<file path="src/rtl/sliding_window_buffer.sv">
// sliding_window_buffer: builds a KERNEL_SIZE x KERNEL_SIZE window over a raster pixel stream (stride 1, no padding).
// Latency: one cycle; window_out/window_valid/frame_done are registered at the edge that accepts the pixel.
// Backpressure: none; every pixel_valid cycle is consumed, idle cycles freeze counters, storage and window_out.
//
// Ports:
//   clock         sole clock, rising edge
//   reset         synchronous, active-high; clears position, zeroes outputs, ignores pixel_valid
//   pixel_in      raster-order pixel, row-major, top-left first
//   pixel_valid   pixel_in is accepted on this edge
//   window_out    packed window, element l = r*KERNEL_SIZE + c at [DATA_WIDTH*(l+1)-1 : DATA_WIDTH*l],
//                 r=0 oldest row, c=0 oldest column
//   window_valid  window_out holds a new complete window this cycle
//   frame_done    pulses with the last window of the frame
module sliding_window_buffer #(
  parameter int KERNEL_SIZE  = 3,
  parameter int DATA_WIDTH   = 16,
  parameter int IMAGE_WIDTH  = 28,
  parameter int IMAGE_HEIGHT = 28
) (
  input  logic                                          clock,
  input  logic                                          reset,
  input  logic [DATA_WIDTH-1:0]                         pixel_in,
  input  logic                                          pixel_valid,
  output logic [DATA_WIDTH*KERNEL_SIZE*KERNEL_SIZE-1:0] window_out,
  output logic                                          window_valid,
  output logic                                          frame_done
);

  localparam int K  = KERNEL_SIZE;
  localparam int CW = $clog2(IMAGE_WIDTH);
  localparam int RW = $clog2(IMAGE_HEIGHT);

  localparam logic [CW-1:0] COL_LAST = CW'(IMAGE_WIDTH - 1);
  localparam logic [RW-1:0] ROW_LAST = RW'(IMAGE_HEIGHT - 1);
  // First column/row at which a full window exists.
  localparam logic [CW-1:0] COL_FULL = CW'(K - 1);
  localparam logic [RW-1:0] ROW_FULL = RW'(K - 1);

  // Position of the next pixel to be accepted.
  logic [CW-1:0] col;
  logic [RW-1:0] row;

  // line_buf[0] holds the oldest stored row, line_buf[K-2] the row just above the current one.
  logic [DATA_WIDTH-1:0] line_buf [0:K-2][0:IMAGE_WIDTH-1];
  logic [DATA_WIDTH-1:0] win      [0:K-1][0:K-1];

  logic [DATA_WIDTH-1:0] col_vec  [0:K-1];
  logic [DATA_WIDTH-1:0] win_nxt  [0:K-1][0:K-1];
  logic [DATA_WIDTH*K*K-1:0] win_flat;

  logic accept;
  logic emit;
  logic at_last;

  assign accept  = pixel_valid && !reset;
  assign at_last = (col == COL_LAST) && (row == ROW_LAST);
  // Stale line-buffer contents (after reset or from the previous frame) are
  // only ever read in rows below ROW_FULL, which never emit.
  assign emit    = accept && (col >= COL_FULL) && (row >= ROW_FULL);

  // Vertical column entering the window: stored rows above, new pixel at the bottom.
  always_comb begin
    for (int r = 0; r < K - 1; r++) begin
      col_vec[r] = line_buf[r][col];
    end
    col_vec[K-1] = pixel_in;
  end

  // Window after shifting left one column and appending col_vec on the right.
  always_comb begin
    for (int r = 0; r < K; r++) begin
      for (int c = 0; c < K - 1; c++) begin
        win_nxt[r][c] = win[r][c+1];
      end
      win_nxt[r][K-1] = col_vec[r];
    end
  end

  always_comb begin
    win_flat = '0;
    for (int r = 0; r < K; r++) begin
      for (int c = 0; c < K; c++) begin
        win_flat[DATA_WIDTH*(r*K+c) +: DATA_WIDTH] = win_nxt[r][c];
      end
    end
  end

  always_ff @(posedge clock) begin
    if (reset) begin
      col <= '0;
      row <= '0;
    end else if (pixel_valid) begin
      if (col == COL_LAST) begin
        col <= '0;
        row <= (row == ROW_LAST) ? '0 : row + 1'b1;
      end else begin
        col <= col + 1'b1;
      end
    end
  end

  // Storage is deliberately not reset; see the emit qualification above.
  always_ff @(posedge clock) begin
    if (accept) begin
      // Each line buffer slot moves up one row; the new pixel lands in the newest row.
      for (int r = 0; r < K - 1; r++) begin
        line_buf[r][col] <= col_vec[r+1];
      end
      for (int r = 0; r < K; r++) begin
        for (int c = 0; c < K; c++) begin
          win[r][c] <= win_nxt[r][c];
        end
      end
    end
  end

  always_ff @(posedge clock) begin
    if (reset) begin
      window_out   <= '0;
      window_valid <= 1'b0;
      frame_done   <= 1'b0;
    end else begin
      window_valid <= emit;
      frame_done   <= emit && at_last;
      if (emit) begin
        window_out <= win_flat;
      end
    end
  end

endmodule

</file>
<file path="config.mk">
export PLATFORM = sky130hd
export DESIGN_NAME = sliding_window_buffer
export DESIGN_NICKNAME = d
export VERILOG_FILES = /design/src/rtl/sliding_window_buffer.sv
export SDC_FILE = /design/constraint.sdc
export NUM_CORES = 1
export LEC_CHECK = 0
export BUFFER_PORTS_ARGS = -buffer_cell sky130_fd_sc_hd__buf_2
export CORE_UTILIZATION = 45
export DETAILED_ROUTE_END_ITERATION = 7
export REMOVE_ABC_BUFFERS = 1
export SLEW_MARGIN = 20
export SYNTH_ARGS = -nofsm -noshare
export SYNTH_HDL_FRONTEND = slang
export SYNTH_SLANG_ARGS = --single-unit
</file>
<file path="constraint.sdc">
create_clock -name clock -period 4.5 [get_ports clock]
set_input_delay 0.45 -clock clock [delete_from_list [all_inputs] [get_ports clock]]
set_output_delay 0.45 -clock clock [all_outputs]
set_load 0.03 [all_outputs]
</file>
==> qor.csv, run 1 <==
stage,metric,value,unit
run_status,status,finished clean,
synthesis,post-synthesis async set-or-reset flop share,0,
route,Initial DRC Count,2103,
route,wire per inst,26.60,µm
power_and_ir_drop,maximum vdd drop,0.3486,mV
route,DRC,0,
synthesis,Cells after Synth,2541,
synthesis,Netlist Area Pre-Place,42890,µm²
critical_path,cell class contributing the biggest share of worst-path delay,simple AND/OR/NAND/NOR gates,
floorplanning,die area,96560,µm²
sta,highest clock rate,267.8,MHz
sta,worst slew pin tran,1058,ps
power_and_ir_drop,Leak,15.88,nW
clocking,CTS Buffer Depth,3,
sta,Setup TNS,0,ps
clocking,Clock Latency Late Sink,690,ps
global_route,vias in the first global route,23180,
critical_path,Worst setup SP type,flip-flop,
floorplanning,# IOs,165,
final_layout,fill cell count,7554,
sta,Setup-failing EPs final,0,
synthesis,top post-synthesis cells by area,"edfxtp_1 69%, mux2i_1 8.3%, dfxtp_1 7.3%",
clocking,post-CTS repair timing setup buffer count,0,
route,remaining antenna violation count after routing,0,
route,Via density,5.685,
power_and_ir_drop,Seq pwr share,0.531,
worst_hold_path,worst min-delay path class,in -> reg,
final_layout,multi-input logic area,9382,µm²
final_layout,Area Overhead vs Synth,15.24,%
power_and_ir_drop,internal cell power,17.59,mW
clocking,Num CTS Buffers,115,
place,DPL Wire Length,62350,µm
sta,slew margin rel.,0.2927,
critical_path,crit path max-delay cell type,dfxtp_4,
sta,RSZ-0062 raised after global routing,no,
clocking,Post-CTS Resized,0,
global_route,largest net degree at the start of global routing,149,
route,routed vias,23460,
place,Post-Place Worst Slack,793.2,ps
final_layout,fin nets,2794,
route,final WL,109800,µm
clocking,TritonCTS clock tree,built,
floorplanning,row cnt,112,
synthesis,"Top FF cell, synth",edfxtp_1,
sta,Setup WS post-layout,766.4,ps
global_route,antenna violations before repair,1,
final_layout,layout cells sized above 1,0.1866,
place,port buffer count,164,
power_and_ir_drop,Switch Pwr,4.634,mW
synthesis,"EDFF count, synth",992,
critical_path,"Req. time, crit path",4690,ps
floorplanning,DIE WIDTH,310.7,µm
sta,min cycle time layout,3734,ps
critical_path,CP endpoint kind,flip-flop,
floorplanning,core area,93890,µm²
power_and_ir_drop,Clock power frac,0.428,
critical_path,CP arrival,3920,ps
synthesis,Avg Inst Size Synth,16.88,µm²
sta,fin crit share,0.8297,
power_and_ir_drop,Pwr Density,449.5,nW/µm²
sta,Max Clock Skew,23.62,ps
synthesis,Synth area leader,edfxtp_1,
critical_path,Crit Path Class,reg -> reg,
clocking,register clock-pin slew on the reported worst setup and hold paths,70,ps
clocking,Root Driver,clkbuf_16,
sta,Max Slew Vio Count,0,
global_route,global-route wire length before repair,159700,µm
power_and_ir_drop,Logic pwr share,0.040,
global_route,GRT Total Usage,0.2254,
critical_path,Worst path max stage delay,860,ps
clocking,clock sink count,1148,
power_and_ir_drop,switching power share of the total,0.2085,
synthesis,register area share after synthesis,0.7673,
clocking,H-tree depth,3,
floorplanning,Die Ht,310.7,µm
final_layout,FF/Latch Area,32920,µm²
global_route,grt ovf,0,
floorplanning,Initial Utilization,0.4568,
route,drt first pass iters,5,
critical_path,worst-path maximum fanout,40,
synthesis,register bit total from synthesis,1148,
flow_run,max-cap violation count,0,
sta,final hold vios,0,
critical_path,worst path cell trace,buf_4 -> mux2i_1 -> o22ai_1 -> nor4_1 -> nand2_1,
place,GPL Wtd Cong,0.8035,
sta,Final Hold Slack,133.0,ps
synthesis,Yosys top cell area share,0.6945,
clocking,Hold Buf Count CTS,0,
critical_path,Worst Path Buf+Inv,1,
synthesis,Synth cell types,51,
synthesis,YS warnings,0,
path summary, 6_finish.rpt:
kind	slack (ps)	from	cells past startpoint	endpoint
max	770	col[1]$_SDFFE_PP0P_	5	line_buf[0][66]$_DFFE_PP_
min	130	pixel_valid	3	col[1]$_SDFFE_PP0P_
min reg2reg	450	win[2][13]$_DFFE_PP_	0	win[2][29]$_DFFE_PP_
max reg2reg	770	col[1]$_SDFFE_PP0P_	5	line_buf[0][66]$_DFFE_PP_
layout by cell type (no fill, tap or decap), drive strengths merged, types with 7 or more instances in the layout:
master  Yosys  final
edfxtp    992    992
a31oi      23     23
nor2       79     79
clkbuf     35    167
bufinv      0      7
clkinv      0     37
buf       107    253
a211oi     19     19
o21bai     18     18
a22oi      22     22
nand3      19     19
mux2i     355    355
o22ai     148    148
inv         5     10
a311oi     15     15
and3       13     13
dfxtp     156    156
nand2     297    297
mux4       48     48
a21oi     124    124
nor4       19     19
power groups by stage:
| stage | registers [mW] | clock network [mW] | logic (mW) |
|---|---|---|---|
| after floorplan | 12.1 | 0 | 0.809 |
| after global placement | 12.0 | 0 | 0.881 |
| after detailed placement | 12.0 | 0 | 0.907 |
| after CTS | 11.8 | 9.70 | 0.908 |
| after global routing | 11.8 | 10.1 | 0.965 |
| final | 11.8 | 9.52 | 0.899 |
routing by layer:
layer  vias up  wire length [µm]  GRT usage
li1      10380                 -          -
met1     12110             47220     0.3093
met2       806             53210     0.3711
met3       171              6561    0.03599
met4         0              2795    0.06650
met5         -                 0          0
flip-flops by register name, indices dropped and copies added (netlist names):
signal,cells
window_out,144
col,5
window_valid,1
row,5
win,96
frame_done,1
line_buf,896
cells in the mapped netlist, types with 6 or more instances:
cell type and instances:
nor2_1 78, o21bai_1 18, ha_1 6, mux2i_1 355, buf_2 64, nor4_1 19, a211oi_1 19, a21oi_1 124
edfxtp_1 992, mux4_2 48, o22ai_1 143, nand2_1 297, a31oi_1 23, dfxtp_1 156, clkbuf_1 35, buf_6 13
nand3_1 19, a22oi_1 22, and3_1 11, a311oi_1 10, buf_4 25
tightest hold or removal path, stage by stage:
cell and delay [ps]:
buf_2 170, nand3_1 90, a21oi_1 60
final cells by class:
cell class              count  area share
diodes                      1  0.00005062
clock buffers             167     0.06768
clock inverters            53    0.009441
inverters                   5   0.0005316
multi-input cells        1246      0.1898
flip-flops and latches   1148      0.6660
well taps                1254     0.03174
repair buffers            253     0.03480
cells by family (layout without fill, tap and decap cells):
family | Yosys count | in the layout | synth area share
xor gates and xnor gates | 1 | 1 | 0.0002042
and+or+nand+nor | 464 | 464 | 0.04828
muxes | 404 | 404 | 0.1083
AOI/OAI and AO/OA | 371 | 371 | 0.05499
buffers and inverters | 147 | 478 | 0.01919
DFF | 1148 | 1148 | 0.7673
adders and majority gates | 6 | 6 | 0.001750
other | 0 | 1 | 0
stage by stage:
step	total power, mW	util	std cells	area [µm²]
floorplan	12.92	-	2399	42090
global placement	12.90	0.4858	3906	45620
detailed placement	12.94	0.4858	3906	45620
CTS	22.41	0.5265	4126	49430
global route	22.87	0.5265	4126	49430
finish	22.22	0.5265	4127	49430
Power figures use the tool's default switching activity.
==> run 2: changes to the inputs <==
--- a/config.mk
+++ b/config.mk
@@ -5,6 +5,7 @@
 export SDC_FILE = /design/constraint.sdc
 export NUM_CORES = 1
 export LEC_CHECK = 0
+export ABC_AREA = 1
 export BUFFER_PORTS_ARGS = -buffer_cell sky130_fd_sc_hd__buf_2
 export CORE_UTILIZATION = 45
 export DETAILED_ROUTE_END_ITERATION = 7
==> constraint.sdc (replaced) <==
create_clock -name clock -period 3.2 [get_ports clock]
set_input_delay 0.32 -clock clock [delete_from_list [all_inputs] [get_ports clock]]
set_output_delay 0.32 -clock clock [all_outputs]
set_load 0.03 [all_outputs]
==> run 2 against run 1 <==
Effect of this change: die area is 6.9% higher; routed wire length is 12% higher; area after synthesis is 7.0% higher; count of clock-buffer cells in the layout shrank 5; global-route usage up 1.3 points; critical path depth up 4; maximum frequency up 30%; sequential share of layout area fell by 3.9 points; combinational power grew 100%.
==> qor.csv, run 2 <==
stage,metric,value,unit,change
critical_path,Worst R2R Setup Slack,330,ps,-430 ps
sta,final hold vios,0,,unchanged
sta,Setup TNS,0,ps,unchanged
synthesis,Cells after Synth,4208,,+66%
synthesis,most frequent cell after synthesis,nand2_1,,
final_layout,"most common cell after layout, fill and taps aside",nand2_1,,
sta,fin crit share,0.8959,,+0.06618
route,remaining antenna violation count after routing,0,,unchanged
floorplanning,Initial Utilization,0.4561,,-0.0007368
clocking,register clock-pin slew on the reported worst setup and hold paths,70,ps,about the same
synthesis,Avg Inst Size Synth,10.90,µm²,-35%
sta,min cycle time layout,2867,ps,-866.8 ps
place,Placed Cells,5625,,+44%
critical_path,Worst setup SP type,flip-flop,,
floorplanning,die area,103200,µm²,+6.9%
synthesis,"Top FF cell, synth",edfxtp_1,,
final_layout,fin nets,4415,,+58%
final_layout,"commonest cells after routing, fill and taps aside","1,242 x nand2_1, 992 x edfxtp_1, 534 x nor2_1",,
critical_path,FF-to-FF End,line_buf[0][274]$_DFFE_PP_,,
clocking,CTS Buffer Depth,3,,unchanged
global_route,antenna violations before repair,1,,unchanged
sta,slew margin rel.,0.2995,,+0.006830
clocking,Clock Latency Late Sink,720,ps,+30 ps
global_route,grt ovf,0,,unchanged
floorplanning,core area,100600,µm²,+7.1%
floorplanning,# IOs,165,,unchanged
power_and_ir_drop,maximum vdd drop,0.4162,mV,+19%
run_status,status,finished clean,,
synthesis,Netlist Area Pre-Place,45880,µm²,+7.0%
global_route,largest net degree at the start of global routing,194,,+30%
clocking,Num CTS Buffers,118,,+2.6%
power_and_ir_drop,Pwr Density,613.9,nW/µm²,+37%
critical_path,worst-path maximum fanout,193,,+380%
global_route,met3 Use GR,0.03450,,-0.001486
route,Via density,5.149,,-9.4%
synthesis,Yosys top cell area share,0.6493,,-0.04515
critical_path,CP endpoint kind,flip-flop,,
critical_path,Crit Path Class,reg -> reg,,
sta,Setup-failing EPs final,0,,unchanged
route,drt first pass iters,5,,unchanged
sta,Max Slew Vio Count,0,,unchanged
floorplanning,DIE WIDTH,321.3,µm,+3.4%
final_layout,Area Overhead vs Synth,14.54,%,
sta,Max Clock Skew,27.16,ps,+3.537 ps
synthesis,Post-synth top cells,"1,242 x nand2_1, 992 x edfxtp_1, 565 x nor2_1, 338 x inv_1, 283 x o21ai_0",,
critical_path,reg2reg start,col[0]$_SDFFE_PP0P_,,
critical_path,"Req. time, crit path",3630,ps,-1060 ps
clocking,TritonCTS clock tree,built,,
synthesis,register area share after synthesis,0.7174,,-0.04989
final_layout,biggest regs,"line_buf: 896 flops, window_out: 144 flops, win: 96 flops",,
synthesis,YS warnings,0,,unchanged
global_route,global-route wire length before repair,182100,µm,+14%
sta,RSZ-0062 raised after global routing,no,,
synthesis,Synth area leader,edfxtp_1,,
place,GPL Wtd Cong,0.7967,,-0.85%
synthesis,"EDFF count, synth",992,,unchanged
route,DRC,0,,unchanged
route,routed vias,30120,,+28%
power_and_ir_drop,Leak,20.36,nW,+28%
flow_run,max-cap violation count,0,,unchanged
worst_hold_path,worst min-delay path class,in -> reg,,
final_layout,Finished Layout Cells,5850,,+42%
clocking,Root Driver,clkbuf_16,,
clocking,clock sink count,1148,,unchanged
sta,worst slew pin tran,1051,ps,-7.681 ps
global_route,met2 usage in global routing,0.4025,,+0.03140
worst_hold_path,Hold Path Stages,3,,unchanged
floorplanning,Die Ht,321.3,µm,+3.4%
place,DPL Wire Length,64390,µm,+3.3%
floorplanning,row cnt,116,,+3.6%
worst_hold_path,min-delay src,pixel_in[10],,
clocking,H-tree depth,3,,unchanged
global_route,met1 GRT Util,0.3157,,+0.006377
global_route,GRT Total Usage,0.2379,,+0.01257
final_layout,fill cell count,8796,,+16%
route,final WL,122500,µm,+12%
final_layout,layout cells sized above 1,0.1113,,-0.07532
global_route,vias in the first global route,29030,,+25%
synthesis,post-synthesis async set-or-reset flop share,0,,unchanged
synthesis,top post-synthesis cells by area,"edfxtp_1 65%, nand2_1 10%, dfxtp_1 6.8%",,
place,port buffer count,164,,unchanged
final_layout,Reg with most FFs,line_buf,,
final_layout,Largest register FFs,896,,unchanged
worst_hold_path,hold worst-path end,window_out[138]$_SDFFE_PP0P_,,
route,Initial DRC Count,2685,,+28%
critical_path,CP arrival,3290,ps,-630 ps
clocking,Post-CTS Resized,0,,unchanged
synthesis,register bit total from synthesis,1148,,unchanged
synthesis,Synth cell types,30,,-41%
route,wire per inst,20.94,µm,-21%
sta,highest clock rate,348.8,MHz,+30%
global_route,GRT busiest layer,met2,,
critical_path,Reg2Reg Depth,9,,+4
-- run 2: cell count changes after synthesis, moves of 23 or more --
cell | before | now
nand2_1 | 297 | 1242
nor2_1 | 78 | 565
mux2i_1 | 355 | 0
inv_1 | 3 | 338
o21ai_0 | 1 | 283
nand3_1 | 19 | 176
o22ai_1 | 143 | 0
o21ai_1 | 0 | 49
mux4_2 | 48 | 0
clkbuf_1 | 35 | 69
o21a_1 | 0 | 32
a31oi_1 | 23 | 0
-- run 2: cells by family after synthesis --
kind of cell               Yosys count  share of synthesized area
and+or+nand+nor                   1997                     0.1690
DFF                               1148                     0.7174
buffers and inverters              562                    0.05588
AOI/OAI and AO/OA                  493                    0.05566
adders and majority gates            6                   0.001636
xor gates and xnor gates             2                  0.0003819
-- run 2: how the worst max path moves through the flow --
stage,start,end,slack (ps)
after global routing,col[0]$_SDFFE_PP0P_,line_buf[0][98]$_DFFE_PP_,260
after CTS,col[0]$_SDFFE_PP0P_,line_buf[0][241]$_DFFE_PP_,420
after detailed placement,col[0]$_SDFFE_PP0P_,line_buf[0][273]$_DFFE_PP_,440
after global placement,col[0]$_SDFFE_PP0P_,line_buf[0][273]$_DFFE_PP_,440
after floorplan,col[0]$_SDFFE_PP0P_,window_out[32]$_SDFFE_PP0P_,-13180
final,col[0]$_SDFFE_PP0P_,line_buf[0][274]$_DFFE_PP_,330
-- run 2: cell type report --
cell class                 count  area [µm²]  area share
antenna                        1       2.502  0.00004762
inverter                     344        1316     0.02505
sequential                  1148       32920      0.6265
multi-input combinational   2498       10650      0.2026
clock buffer                 162        3312     0.06303
timing repair buffer         280        2049     0.03900
tap                         1357        1698     0.03231
clock inverter                60       604.3     0.01150
-- run 2: metrics by stage --
stage | util | instance area (µm²) | hold slack, ps | setup WS, ps | total power [mW]
floorplan | - | 44610 | 389.1 | -13180 | 18.11
global placement | 0.4833 | 48610 | 429.6 | 443.0 | 18.69
detailed placement | 0.4833 | 48610 | 432.5 | 442.9 | 18.71
CTS | 0.5224 | 52550 | 79.07 | 416.7 | 32.49
global route | 0.5224 | 52550 | 108.0 | 258.6 | 33.27
finish | 0.5224 | 52550 | 103.7 | 333.2 | 32.26
-- run 2: layer usage --
metal | vias up | routed length (µm)
li1 | 14300 | -
met1 | 14590 | 52410
met2 | 1015 | 58830
met3 | 215 | 7566
met4 | 0 | 3680
met5 | - | 0
-- run 2: power by group --
| part | leakage (nW) | switching [mW] | internal [mW] |
|---|---|---|---|
| registers | 10.2 | 0.0503 | 16.5 |
| clock network | 1.92 | 5.76 | 8.11 |
| logic | 8.23 | 1.36 | 0.438 |
-- run 2: what timing repair did --
action	in CTS	in global routing
endpoints found under the setup margin	0	0
hold buffers	2	0
buffers inserted	0	0
hold endpoints to repair	3	0
-- run 2: critical path, cell delays in order, from the launching register on --
cell	delay (ps)
dfxtp_4	470
buf_12	530
nand2_1	120
nand3_1	120
nand2_1	70
nand2_1	60
nand3_1	90
nor2_1	280
nand2_1	250
buf_4	290
